--- src/rtl/mem_arbiter_pkg.sv ---
// Shared types for the memory arbiter: FSM state encoding, grant IDs and counter width.
package mem_arbiter_pkg;

  localparam int CNT_W = 4;

  typedef enum logic [1:0] {
    ArbIdle  = 2'd0,
    ArbIssue = 2'd1,
    ArbWait  = 2'd2
  } arb_state_e;

  typedef enum logic {
    GntI = 1'b0,
    GntD = 1'b1
  } gnt_e;

endpackage

--- src/rtl/mem_arbiter_if.sv ---
// Bundles the fetch port, data port and memory-side signals around the arbiter.
// slave is the arbiter's view; master is the pipeline/memory view.
interface mem_arbiter_if #(
  parameter int ADDR_W = 32,
  parameter int DATA_W = 32
);
  logic              i_req;
  logic [ADDR_W-1:0] i_addr;
  logic [DATA_W-1:0] i_rdata;
  logic              i_ack;
  logic              d_req;
  logic              d_we;
  logic [ADDR_W-1:0] d_addr;
  logic [DATA_W-1:0] d_wdata;
  logic [DATA_W-1:0] d_rdata;
  logic              d_ack;
  logic              m_en;
  logic              m_we;
  logic [ADDR_W-1:0] m_addr;
  logic [DATA_W-1:0] m_wdata;
  logic [DATA_W-1:0] m_rdata;
  logic              stall;

  modport slave (
    input  i_req, i_addr, d_req, d_we, d_addr, d_wdata, m_rdata,
    output i_rdata, i_ack, d_rdata, d_ack, m_en, m_we, m_addr, m_wdata, stall
  );

  modport master (
    output i_req, i_addr, d_req, d_we, d_addr, d_wdata, m_rdata,
    input  i_rdata, i_ack, d_rdata, d_ack, m_en, m_we, m_addr, m_wdata, stall
  );
endinterface

--- src/rtl/mem_arbiter_arb_grant.sv ---
// Combinational grant pick: masks a port during its own ack cycle, then picks D over I,
// or the port not granted last when MEM_ARB_RR_EN is defined.
module arb_grant
  import mem_arbiter_pkg::*;
(
  input  logic i_i_req,
  input  logic i_d_req,
  input  logic i_i_ack,
  input  logic i_d_ack,
  input  gnt_e i_last,
  output logic o_valid,
  output gnt_e o_id
);
  logic w_i_elig;
  logic w_d_elig;

  assign w_i_elig = i_i_req & ~i_i_ack;
  assign w_d_elig = i_d_req & ~i_d_ack;

`ifdef MEM_ARB_RR_EN
  always_comb begin
    o_valid = w_i_elig | w_d_elig;
    o_id    = GntD;
    if (w_i_elig && w_d_elig) begin
      o_id = (i_last == GntD) ? GntI : GntD;
    end else if (w_i_elig) begin
      o_id = GntI;
    end
  end
`else
  logic w_unused_last;
  assign w_unused_last = i_last;

  always_comb begin
    o_valid = w_i_elig | w_d_elig;
    o_id    = GntD;
    if (w_i_elig && !w_d_elig) begin
      o_id = GntI;
    end
  end
`endif

endmodule

--- src/rtl/mem_arbiter.sv ---
// Serializes fetch and load/store accesses onto one single-port memory and acks each port.
// Define MEM_ARB_RR_EN for round-robin arbitration; default is fixed D-over-I priority.
module mem_arbiter
  import mem_arbiter_pkg::*;
#(
  parameter int ADDR_W  = 32,
  parameter int DATA_W  = 32,
  parameter int MEM_LAT = 2
) (
  input logic          clk,
  input logic          rst,
  mem_arbiter_if.slave bus
);
  localparam logic [CNT_W-1:0] LAT_LOAD = CNT_W'(MEM_LAT);

  arb_state_e        r_state;
  arb_state_e        w_next_state;
  gnt_e              r_gnt;
  gnt_e              w_gnt_id;
  gnt_e              w_last;
  logic              w_gnt_valid;
  logic              w_issue;
  logic              w_done;
  logic [CNT_W-1:0]  r_cnt;
  logic              r_we;
  logic [ADDR_W-1:0] r_addr;
  logic [DATA_W-1:0] r_wdata;
  logic [DATA_W-1:0] r_i_rdata;
  logic [DATA_W-1:0] r_d_rdata;
  logic              r_i_ack;
  logic              r_d_ack;

  arb_grant u_grant (
    .i_i_req (bus.i_req),
    .i_d_req (bus.d_req),
    .i_i_ack (r_i_ack),
    .i_d_ack (r_d_ack),
    .i_last  (w_last),
    .o_valid (w_gnt_valid),
    .o_id    (w_gnt_id)
  );

`ifdef MEM_ARB_RR_EN
  gnt_e r_last;

  always_ff @(posedge clk) begin
    if (rst) begin
      r_last <= GntI;
    end else if (r_state == ArbIssue) begin
      r_last <= r_gnt;
    end
  end

  assign w_last = r_last;
`else
  assign w_last = GntI;
`endif

  always_ff @(posedge clk) begin
    if (rst) begin
      r_state <= ArbIdle;
    end else begin
      r_state <= w_next_state;
    end
  end

  always_comb begin
    w_next_state = r_state;
    w_issue      = 1'b0;
    w_done       = 1'b0;
    case (r_state)
      ArbIdle: begin
        if (w_gnt_valid) begin
          w_next_state = ArbIssue;
        end
      end
      ArbIssue: begin
        w_issue      = 1'b1;
        w_next_state = ArbWait;
      end
      ArbWait: begin
        if (r_cnt == CNT_W'(1)) begin
          w_done       = 1'b1;
          w_next_state = ArbIdle;
        end
      end
      default: w_next_state = ArbIdle;
    endcase
  end

  // Fetches never write, so an I grant clears the latched write enable but keeps old wdata.
  always_ff @(posedge clk) begin
    if (rst) begin
      r_gnt     <= GntI;
      r_cnt     <= '0;
      r_we      <= 1'b0;
      r_addr    <= '0;
      r_wdata   <= '0;
      r_i_rdata <= '0;
      r_d_rdata <= '0;
      r_i_ack   <= 1'b0;
      r_d_ack   <= 1'b0;
    end else begin
      r_i_ack <= 1'b0;
      r_d_ack <= 1'b0;
      if (r_state == ArbIdle && w_gnt_valid) begin
        r_gnt <= w_gnt_id;
        if (w_gnt_id == GntD) begin
          r_addr  <= bus.d_addr;
          r_we    <= bus.d_we;
          r_wdata <= bus.d_wdata;
        end else begin
          r_addr <= bus.i_addr;
          r_we   <= 1'b0;
        end
      end
      if (w_issue) begin
        r_cnt <= LAT_LOAD;
      end else if (r_state == ArbWait) begin
        r_cnt <= r_cnt - CNT_W'(1);
      end
      if (w_done) begin
        if (r_gnt == GntI) begin
          r_i_rdata <= bus.m_rdata;
          r_i_ack   <= 1'b1;
        end else begin
          if (!r_we) begin
            r_d_rdata <= bus.m_rdata;
          end
          r_d_ack <= 1'b1;
        end
      end
    end
  end

  assign bus.m_en    = w_issue;
  assign bus.m_we    = w_issue & r_we;
  assign bus.m_addr  = r_addr;
  assign bus.m_wdata = r_wdata;
  assign bus.i_rdata = r_i_rdata;
  assign bus.i_ack   = r_i_ack;
  assign bus.d_rdata = r_d_rdata;
  assign bus.d_ack   = r_d_ack;
  assign bus.stall   = ~rst & ((bus.i_req & ~r_i_ack) | (bus.d_req & ~r_d_ack));

endmodule

--- src/flat_wrapper.sv ---
// flat-port wrapper written by rule: the top's interface ports become plain ports
module mem_arbiter_flat import mem_arbiter_pkg::*;
#(
  parameter int ADDR_W  = 32,
  parameter int DATA_W  = 32,
  parameter int MEM_LAT = 2
)
  (clk, rst, bus_i_req, bus_i_addr, bus_d_req, bus_d_we, bus_d_addr, bus_d_wdata, bus_m_rdata, bus_i_rdata, bus_i_ack, bus_d_rdata, bus_d_ack, bus_m_en, bus_m_we, bus_m_addr, bus_m_wdata, bus_stall);
  mem_arbiter_if #(.ADDR_W(ADDR_W), .DATA_W(DATA_W)) bus_i ();
  input logic clk;
  input logic rst;
  input wire logic [$bits(bus_i.i_req)-1:0] bus_i_req;
  input wire logic [$bits(bus_i.i_addr)-1:0] bus_i_addr;
  input wire logic [$bits(bus_i.d_req)-1:0] bus_d_req;
  input wire logic [$bits(bus_i.d_we)-1:0] bus_d_we;
  input wire logic [$bits(bus_i.d_addr)-1:0] bus_d_addr;
  input wire logic [$bits(bus_i.d_wdata)-1:0] bus_d_wdata;
  input wire logic [$bits(bus_i.m_rdata)-1:0] bus_m_rdata;
  output wire logic [$bits(bus_i.i_rdata)-1:0] bus_i_rdata;
  output wire logic [$bits(bus_i.i_ack)-1:0] bus_i_ack;
  output wire logic [$bits(bus_i.d_rdata)-1:0] bus_d_rdata;
  output wire logic [$bits(bus_i.d_ack)-1:0] bus_d_ack;
  output wire logic [$bits(bus_i.m_en)-1:0] bus_m_en;
  output wire logic [$bits(bus_i.m_we)-1:0] bus_m_we;
  output wire logic [$bits(bus_i.m_addr)-1:0] bus_m_addr;
  output wire logic [$bits(bus_i.m_wdata)-1:0] bus_m_wdata;
  output wire logic [$bits(bus_i.stall)-1:0] bus_stall;
  assign bus_i.i_req = bus_i_req;
  assign bus_i.i_addr = bus_i_addr;
  assign bus_i.d_req = bus_d_req;
  assign bus_i.d_we = bus_d_we;
  assign bus_i.d_addr = bus_d_addr;
  assign bus_i.d_wdata = bus_d_wdata;
  assign bus_i.m_rdata = bus_m_rdata;
  assign bus_i_rdata = bus_i.i_rdata;
  assign bus_i_ack = bus_i.i_ack;
  assign bus_d_rdata = bus_i.d_rdata;
  assign bus_d_ack = bus_i.d_ack;
  assign bus_m_en = bus_i.m_en;
  assign bus_m_we = bus_i.m_we;
  assign bus_m_addr = bus_i.m_addr;
  assign bus_m_wdata = bus_i.m_wdata;
  assign bus_stall = bus_i.stall;
  mem_arbiter #(.ADDR_W(ADDR_W), .DATA_W(DATA_W), .MEM_LAT(MEM_LAT)) u_core (.clk(clk), .rst(rst), .bus(bus_i));
endmodule
--- config.mk ---
export PLATFORM = sky130hd
export DESIGN_NAME = mem_arbiter_flat
export DESIGN_NICKNAME = d
export VERILOG_FILES = /design/src/rtl/mem_arbiter_pkg.sv /design/src/rtl/mem_arbiter_if.sv /design/src/rtl/mem_arbiter_arb_grant.sv /design/src/rtl/mem_arbiter.sv /design/src/flat_wrapper.sv
export SDC_FILE = /design/constraint.sdc
export NUM_CORES = 1
export LEC_CHECK = 0
export ABC_AREA = 0
export CORE_MARGIN = 2
export CORE_UTILIZATION = 40
export CTS_CLUSTER_DIAMETER = 50
export DETAILED_ROUTE_END_ITERATION = 7
export PLACE_DENSITY = 0.83
export SLEW_MARGIN = 20
export SYNTH_ARGS = -nofsm -noshare
export SYNTH_HDL_FRONTEND = slang
export SYNTH_SLANG_ARGS = --single-unit
--- constraint.sdc ---
create_clock -name clk -period 1.9 [get_ports clk]
set_input_delay 0.38 -clock clk [delete_from_list [all_inputs] [get_ports clk]]
set_output_delay 0.38 -clock clk [all_outputs]
set_load 0.005 [all_outputs]
## Word level (Yosys, flattened, before mapping)

Cells that the tools add are included.

| storage, ports and cells | value |
|---|---|
| register bits after elaboration | 138 |
| bits of input ports | 133 |

| operators by class | value |
|---|---|
| reduce and logical (&&, ||, !) cells | 11 |
| equal/unequal tests | 5 |
| $add $sub $neg | 1 |
| muxes and demuxes | 13 |
| bitwise logic cells | 12 |

Operator list:

| cell | number |
|---|---|
| $mux W32 | 1 |
| $mux W2 | 4 |
| $mux W1 | 7 |
| $not A1 Y1 | 7 |
| $pmux W2 S3 | 1 |
| $reduce_and A2 Y1 | 3 |
| $and A1 B1 Y1 | 4 |
| $eq A4 B1 Y1 const B | 1 |
| $ne A2 B1 Y1 const B | 2 |
| $reduce_or A2 Y1 | 2 |
| $sub A4 B1 Y4 const B | 1 |
| $reduce_and A3 Y1 | 1 |
| $eq A2 B1 Y1 const B | 1 |
| $eq A2 B2 Y1 const B | 1 |
| $logic_and A1 B1 Y1 | 2 |
| $logic_not A2 Y1 | 1 |
| $reduce_bool A2 Y1 | 1 |
| $logic_not A1 Y1 | 1 |
| $or A1 B1 Y1 | 1 |

## Logic depth before layout (Yosys ltp)

Gate-level depths: netlist (run 1).

| depth | value |
|---|---|
| depth in word-level cells | 6 |
| mapped depth | 8 |
| depth with buffers taken out | 6 |

## Hierarchy

Synthesis (run 1) repeated with hierarchy kept, for this count alone.

| unflattened totals | value |
|---|---|
| cell total of the unflattened synthesis | 590 |
| area total of the unflattened synthesis | 5728.0 um^2 |

By module, submodules not included:

| module | area an instance (um^2) | seq. area each (um^2) | instances | cells each |
|---|---|---|---|---|
| mem_arbiter | 5705.5 | 2762.6 | 1 | 586 |
| arb_grant | 22.5 | 0.0 | 1 | 4 |

## Worst setup path before layout (run 1)

OpenSTA, ideal clock, no wires.

| timing path | value |
|---|---|
| path kind | reg-to-reg |
| start | reg u_core.r_state[0] |
| end | reg u_core.r_d_rdata[10], in the netlist u_core.bus.d_rdata[10] |
| required time | 1768 ps |
| stages on the path, launching flop included | 9 |
| buffers on the path | 2 |
| data arrival time | 1560 ps |
| clock period less this slack | 1692 ps |
| setup slack | 208 ps |
| path through | dfxtp_1 inv_1 ha_1 nand4bb_2 or3b_1 buf_2 buf_6 nand2_1 a21oi_1 |

| on the way | value |
|---|---|
| cells in the longest elaborated chain, start to end | 3 |

Ends and longest elaborated chain:

| what | RTL line | source |
|---|---|---|
| start: declaration | mem_arbiter.sv:16 | `arb_state_e r_state;` |
| start signal: assignment | mem_arbiter.sv:61 | `r_state <= ArbIdle;` |
| start signal: assignment | mem_arbiter.sv:63 | `r_state <= w_next_state;` |
| $eq A2 B2 Y1 | mem_arbiter.sv:71 | `case (r_state)` |
| $mux W1 | mem_arbiter.sv:71 |  |
| $reduce_and A3 Y1 (no source line) | - |  |
| end signal: assignment | mem_arbiter.sv:128 | `r_d_rdata <= bus.m_rdata;` |
| end: declaration | mem_arbiter.sv:29 | `logic [DATA_W-1:0] r_d_rdata;` |

No other way between the ends.
A chain may end at the register's enable or synchronous reset.

## Worst setup path after layout (run 1)

| timing path | value |
|---|---|
| start | reg u_core.r_state[1] |
| end | out bus_m_we |

| on the way | value |
|---|---|
| cells in the longest elaborated chain, start to end | 3 |

Ends and longest elaborated chain:

| what | RTL line | source |
|---|---|---|
| $eq A2 B1 Y1 | mem_arbiter.sv:71 |  |
| $mux W1 | mem_arbiter.sv:71 |  |
| $and A1 B1 Y1 | mem_arbiter.sv:137 | `assign bus.m_we = w_issue & r_we;` |
| end: declaration | flat_wrapper.sv:24 | `output wire logic [$bits(bus_i.m_we)-1:0] bus_m_we;` |

No other way between the ends.

==> results.md, run 1 <==
- Status: finished clean
- Critical Path Start Type: flop
- Comb power frac: 22.0%
- Critical path arrival: 1420 ps
- Psw: 0.002209 W
- Post-synth EDFFs: 0
- Highest Clock Rate: 555.2 MHz
- Seq pwr share: 38.1%
- Die width: 118.6 um
- Buf/Inv on CP: 2
- Top FF cell, synth: dfxtp_1
- Max stage delay on crit path: 320 ps
- Clk Latency, worst-skew pair: 410 ps
- Final setup viols: 0
- Routed vias/inst: 4.985
- Slew @ Worst Pin: 627.3 ps
- First-pass GRT wire length: 25.88 mm
- Largest net degree at the start of global routing: 139
- Post-route DRC: 0
- Top Family by Delay on Critical Path: buffers and inverters
- Diodes inserted: 0
- Leakage: 3.141 nW
- Initial DRC Count: 357
- Vias in the first global route: 5147
- Top post-synthesis cells by area: dfxtp_1 (53%), nand2_1 (14%), a21oi_1 (12%)
- Synth Area in XOR/XNOR: 0.5000%
- Initial DRT Pass Iterations: 4
- CTS tree: done
- Tcrit/Tclk final: 94.79%
- Num CTS Buffers: 17
- Slowest cell on crit path: dfxtp_2
- Switch share: 25.34%
- Ports: 266
- I/O Buffers: 265
- Compound-Gate Fraction of Synth Area: 17.83%
- Synth Area in Simple Gates: 22.14%
- Clock buffer depth: 2
- #FFs+latches synth: 138
- Drt wl/cell: 15.06 um
- Clock Skew: 9.625 ps
- Required @ worst endpoint: 1520 ps
- Synth warn: 0
- Cell Int Power: 0.006510 W
- Die Y: 118.6 um
- Largest family of logic cells by synthesized area: simple AND/OR/NAND/NOR gates
- Area Overhead vs Synth: 67.55%
- Synth async-reset ratio: 0%
- Worst setup EP type: primary output
- Core area: 12720 sq um
- Post-Route Setup TNS: 0 ps
- Clock tree root buffer cell: clkbuf_16
- CP Cell Sequence: inv_1 -> ha_2 -> and2_1 -> dlygate4sd2_1
- Antenna violations before repair: 0
- DP Area: 8155 sq um
- Crit path kind: flop to primary output
- Min cycle time layout: 1801 ps
- Synth Area in Adders: 1.429%
- H-tree Lvls: 4
- Net Count, Synth: 796
- Worst vdd ir: 0.0005322 V
- Detail Route Antenna Nets: 0
- Synth Cell Area: 5255 sq um
- Hold buffer count at cts: 0
- Share of post-route cells with drive strength above 1: 6.840%
- Min Hold Slack: 450.9 ps
- Proportion of synthesized area in mux cells: 0.3810%
- Register area share after synthesis: 52.57%
- Final GP Congestion: 0.8067
- Site Rows: 41
- MaxCap Viol Count: 0
- Hpwl dp: 11.13 mm
- Hold Path Class: flop to flop
- Final Hold Fails: 0
- Yosys top cell area share: 52.57%
- Mapped Avg Cell Area: 7.999 sq um
- Drt total wl: 16.46 mm
- Pwr Density: 990.3 nW/um^2
- Starting Density: 41.31%
- Post-route cell area: 8805 sq um
- Post-Synthesis Cells: 657
- GRT Total Usage: 22.73%
- Clk slew on worst S/H paths: 50 ps
- Clock Sink Count: 138
- Synth cell types: 30
- Routed vias: 5449
- Area leader, netlist: dfxtp_1
- Final nets: 1047
- Die area: 14070 sq um
- Clk pwr share: 39.9%
- Total congestion overflow: 0
- Fin util: 69.21%
- Slew margin rel.: 58.18%
- CP max FO: 4
- Count of final max-slew check failures: 0
final timing paths:
check,from,to,slack (ps),cells past startpoint
setup / recovery,u_core.r_state[1],bus_m_we,100,4
hold / removal,u_core.bus.m_wdata[16],u_core.bus.m_wdata[16],450,2
setup reg to reg,u_core.r_state[0],u_core.bus.d_rdata[18],150,7
hold reg to reg,u_core.bus.m_wdata[16],u_core.bus.m_wdata[16],450,2
worst reg2reg max path, delay by kind of cell (launching register included):
family	cells	cell delay [ps]
DFF	1	320
AOI/OAI and AO/OA	1	60
adders and majority gates	1	250
buffers and inverters	2	290
and+or+nand+nor	3	700
cell families (layout without fill, tap and decap cells):
family                     count (synthesis)  count (layout)
and+or+nand+nor                          283             283
adders and majority gates                  6               6
DFF                                      138             138
muxes                                      2               2
AOI/OAI and AO/OA                        167             167
xor gates and xnor gates                   3               3
buffers and inverters                     58             322
per-stage QoR:
stage	setup slack, ps	instances	power [W]
after floorplan	207.8	657	0.004200
after global placement	-59.62	1061	0.005263
after detailed placement	-63.16	1061	0.005296
after CTS	51.78	1093	0.008786
after global routing	-1.123	1093	0.009127
final	98.98	1093	0.008719
sequential cells by signal (all words and copies together) (netlist names), 2 cells and up:
register,cells
u_core.bus.d_rdata,32
u_core.r_cnt,4
u_core.bus.i_rdata,32
u_core.bus.m_addr,32
u_core.bus.m_wdata,32
u_core.r_state,2
cell usage in the layout (no fill, tap or decap), types with 4 or more instances in the layout:
cell type        Yosys  layout
a21oi_1            130     130
buf_4                0      11
nand3_1             32      32
nor2_1              39      38
ha_1                 6       5
buf_12               0      10
dfxtp_1            138     136
a211oi_1            32      32
clkdlybuf4s50_1      0     261
clkbuf_16            0      17
nand2_1            196     196
inv_1                5       5
bufinv_16            0       4
layer usage:
metal	track usage [%]	vias up	share of wire, %
met3	6.853	33	6.8
met5	0	-	0
met1	25.88	2532	39
met2	39.12	194	52
met4	10.04	0	2.7
li1	-	2690	-
power by group through the flow:
stage	clock, W	sequential (W)	combinational, W
3_3_place_gp	0	0.00337	0.00189
3_5_place_dp	0	0.00338	0.00191
2_1_floorplan	0	0.00339	0.000809
5_1_grt	0.00366	0.00336	0.00211
4_1_cts	0.00354	0.00332	0.00192
6_report	0.00348	0.00332	0.00192
synth_stat cells (2+ instances only):
cell      instances
inv_1             5
buf_2            24
and2_1            2
mux2i_1           2
xnor2_1           2
nor2_1           39
dfxtp_1         138
buf_6             3
nor3_1            3
a32oi_1           2
clkbuf_1         25
nor2b_1           2
ha_1              6
nand2_1         196
nand2b_1          2
a21oi_1         130
nand3_1          32
a211oi_1         32
layout make-up:
type | instances | area, sq um
Tap cell | 172 | 215.2
Sequential cell | 138 | 2765
Clock buffer | 21 | 460.4
Clock inverter | 11 | 168.9
Multi-Input combinational cell | 461 | 2255
Fill cell | 1047 | 3918
Timing Repair Buffer | 285 | 2922
Inverter | 5 | 18.77
timing repair:
| item | 4_1_cts | 5_1_grt |
|---|---|---|
| resized for setup | 5 | 3 |
| setup buffers | 0 | 0 |
| setup endpoints to repair | 3 | 16 |
(Power assumes the default switching activity.)
==> run 2, diff against run 1 <==
--- a/config.mk
+++ b/config.mk
@@ -7,10 +7,10 @@
 export LEC_CHECK = 0
 export ABC_AREA = 0
 export CORE_MARGIN = 2
-export CORE_UTILIZATION = 40
+export CORE_UTILIZATION = 36
 export CTS_CLUSTER_DIAMETER = 50
 export DETAILED_ROUTE_END_ITERATION = 7
-export PLACE_DENSITY = 0.83
+export PLACE_DENSITY = 0.79
 export SLEW_MARGIN = 20
 export SYNTH_ARGS = -nofsm -noshare
 export SYNTH_HDL_FRONTEND = slang
==> constraint.sdc (replaced) <==
create_clock -name clk -period 1.65 [get_ports clk]
set_input_delay 0.33 -clock clk [delete_from_list [all_inputs] [get_ports clk]]
set_output_delay 0.33 -clock clk [all_outputs]
set_load 0.005 [all_outputs]
==> results.md, run 2 (synthesis gave the netlist of run 1 again) <==
- Status: finished with violations
- Failing checks: negative setup slack
- Share of post-route cells with drive strength above 1: 12.97% (+6.1 points)
- Antenna violations before repair: 0 (unchanged)
- Seq pwr share: 37.3% (-0.8 points)
- Slew margin rel.: 49.10% (-9.1 points)
- Hpwl dp: 12.12 mm (+8.9%)
- Worst vdd ir: 0.0007069 V (+33%)
- Worst setup EP type: flop
- Drt wl/cell: 16.14 um (+7.2%)
- Initial DRT Pass Iterations: 5 (+1)
- Cell mode on critical path: buf_4
- MaxCap Viol Count: 0 (unchanged)
- Clock tree root buffer cell: clkbuf_16
- CP max FO: 5 (+1)
- Clock Skew: 7.248 ps (-2.377 ps)
- Clk Latency, worst-skew pair: 420 ps (about the same)
- Final Hold Fails: 0 (unchanged)
- Critical Path Start Type: flop
- Cell Int Power: 0.007636 W (+17%)
- Diodes inserted: 0 (unchanged)
- Routed vias: 5626 (+3.2%)
- Final nets: 1076 (+2.8%)
- Required @ worst endpoint: 1960 ps (+440 ps)
- Tcrit/Tclk final: 101.8%
- Slew @ Worst Pin: 763.6 ps (+136.3 ps)
- Comb power frac: 24.7% (+2.7 points)
- Die area: 15580 sq um (+11%)
- H-tree Lvls: 4 (unchanged)
- Clk pwr share: 38.0% (-1.9 points)
- Count of final max-slew check failures: 0 (unchanged)
- I/O Buffers: 265 (unchanged)
- Initial DRC Count: 322 (-9.8%)
- Pwr Density: 1102 nW/um^2 (+11%)
- Leakage: 3.691 nW (+18%)
- Max stage delay on crit path: 340 ps (+20 ps)
- RSZ-0062 raised after global routing: true
- Fill cell count: 1191 (+14%)
- Area Overhead vs Synth: 77.71%
- Largest net degree at the start of global routing: 139 (unchanged)
- Worst Setup SP: u_core.r_state[0]
- Highest Clock Rate: 595.6 MHz
- CTS tree: done
- Most common cell after layout, fill and taps aside: clkdlybuf4s50_1
- GR Util met2: 39.25% (+0.13 points)
- Num CTS Buffers: 17 (unchanged)
- Detail Route Antenna Nets: 0 (unchanged)
- DP Area: 8371 sq um (+2.6%)
- Most frequent cells in the layout: clkdlybuf4s50_1 (239), nand2_1 (188), dfxtp_1 (132), a21oi_1 (120), nor2_1 (38)
- Hold Path Class: flop to flop
- GR peak layer: met2
- Clock buffer depth: 2 (unchanged)
- Crit path kind: flop to flop
- Post-route DRC: 0 (unchanged)
- Routed vias/inst: 4.970 (-0.31%)
- Clk slew on worst S/H paths: 60 ps (about the same)
- Psw: 0.002655 W (+20%)
- GRT Total Usage: 22.55% (-0.17 points)
- Worst R2R Start: u_core.r_state[0]
- Min Hold Slack: 451.5 ps (+0.6030 ps)
- Starting Density: 36.43% (-4.9 points)
- Final GP Congestion: 0.8873 (+10%)
- Final Worst Setup Slack: -29.08 ps (-128.1 ps)
- Post-route cell area: 9339 sq um (+6.1%)
- Clock Sink Count: 138 (unchanged)
- CP Cell Sequence: inv_2 -> buf_4 -> ha_4 -> a21boi_4 -> buf_4 -> nor2_1 -> a211oi_1
- Site Rows: 44 (+7.3%)
- Hold buffer count at cts: 0 (unchanged)
- Flop-to-flop setup slack: -30 ps (-180 ps)
- Total congestion overflow: 0 (unchanged)
- Worst setup path endpoint: u_core.bus.m_addr[24]
- Met1 GRT Util: 26.01% (+0.13 points)
- Slowest cell on crit path: a21boi_4
- Core area: 14420 sq um (+13%)
- Die Y: 124.8 um (+5.2%)
- Ports: 266 (unchanged)
- Worst Reg-to-Reg Cells: 7 (unchanged)
- Switch share: 25.80% (+0.47 points)
- Place WS: -362.9 ps (-299.8 ps)
- Met3 capacity usage during global routing: 5.971% (-0.88 points)
- Post-Route Setup TNS: -29.08 ps (-29.08 ps)
- First-pass GRT wire length: 28.28 mm (+9.3%)
- Critical path arrival: 1990 ps (+570 ps)
- Min cycle time layout: 1679 ps
- RR Endpoint: u_core.bus.m_addr[24]
- Vias in the first global route: 5497 (+6.8%)
- Tot Pwr: 0.01029 W (+18%)
- Die width: 124.8 um (+5.2%)
- Final setup viols: 1 (+1)
- Drt total wl: 18.27 mm (+11%)
-- run 2: cell type report --
class / count / area [sq um] / area share [%]
sequential: 138 / 2773 / 29.69
timing repair buffer: 314 / 3301 / 35.34
clock buffer: 22 / 454.2 / 4.863
tap: 184 / 230.2 / 2.465
clock inverter: 8 / 145.1 / 1.554
inverter: 5 / 18.77 / 0.2010
multi-input combinational: 461 / 2417 / 25.88
-- run 2: per-layer routing --
| metal | part of all wire (%) | vias to the layer above |
|---|---|---|
| met5 | 0 | - |
| met4 | 2.8 | 0 |
| met3 | 5.2 | 40 |
| met2 | 50 | 176 |
| met1 | 42 | 2658 |
| li1 | - | 2752 |
-- run 2: power by group through the flow --
| stage | Clock (W) | Combinational [W] | Sequential, W |
|---|---|---|---|
| 2_1_floorplan | 0 | 0.000939 | 0.00391 |
| 5_1_grt | 0.00416 | 0.00275 | 0.00388 |
| 3_5_place_dp | 0 | 0.00236 | 0.00389 |
| 4_1_cts | 0.00398 | 0.00242 | 0.00383 |
| 6_report | 0.00391 | 0.00254 | 0.00384 |
| 3_3_place_gp | 0 | 0.00233 | 0.00388 |
-- run 2: worst max-delay path, delay by kind of cell, from the launching register on --
kind	cells	cell delay (ps)
AO/OA/AOI/OAI	2	610
adder cells (fa/ha/maj)	1	160
flip-flops	1	330
AND/OR/NAND/NOR	1	60
buffers and inverters	3	410
-- run 2: worst min path at each step --
stage | from | endpoint | depth (start not counted)
floorplan | u_core.bus.d_rdata[0] | u_core.bus.d_rdata[0] | 2
global placement | u_core.bus.m_wdata[28] | u_core.bus.m_wdata[28] | 2
detailed placement | u_core.bus.d_rdata[6] | u_core.bus.d_rdata[6] | 2
CTS | bus_d_wdata[8] | u_core.bus.m_wdata[8] | 3
global route | bus_d_wdata[1] | u_core.bus.m_wdata[1] | 3
finish | u_core.bus.i_rdata[15] | u_core.bus.i_rdata[15] | 2
-- run 2: what timing repair did --
item	4_1_cts	5_1_grt
setup endpoints to repair	49	69
pin swaps	2	16
setup buffers	0	3
gates cloned	1	5
gates resized for setup	29	58
-- run 2: per-stage QoR --
stage	instances	util (%)
after CTS	1124	62.68
final	1132	64.75
after floorplan	657	-
after detailed placement	1093	58.03
after global placement	1093	58.03
after global routing	1132	64.75
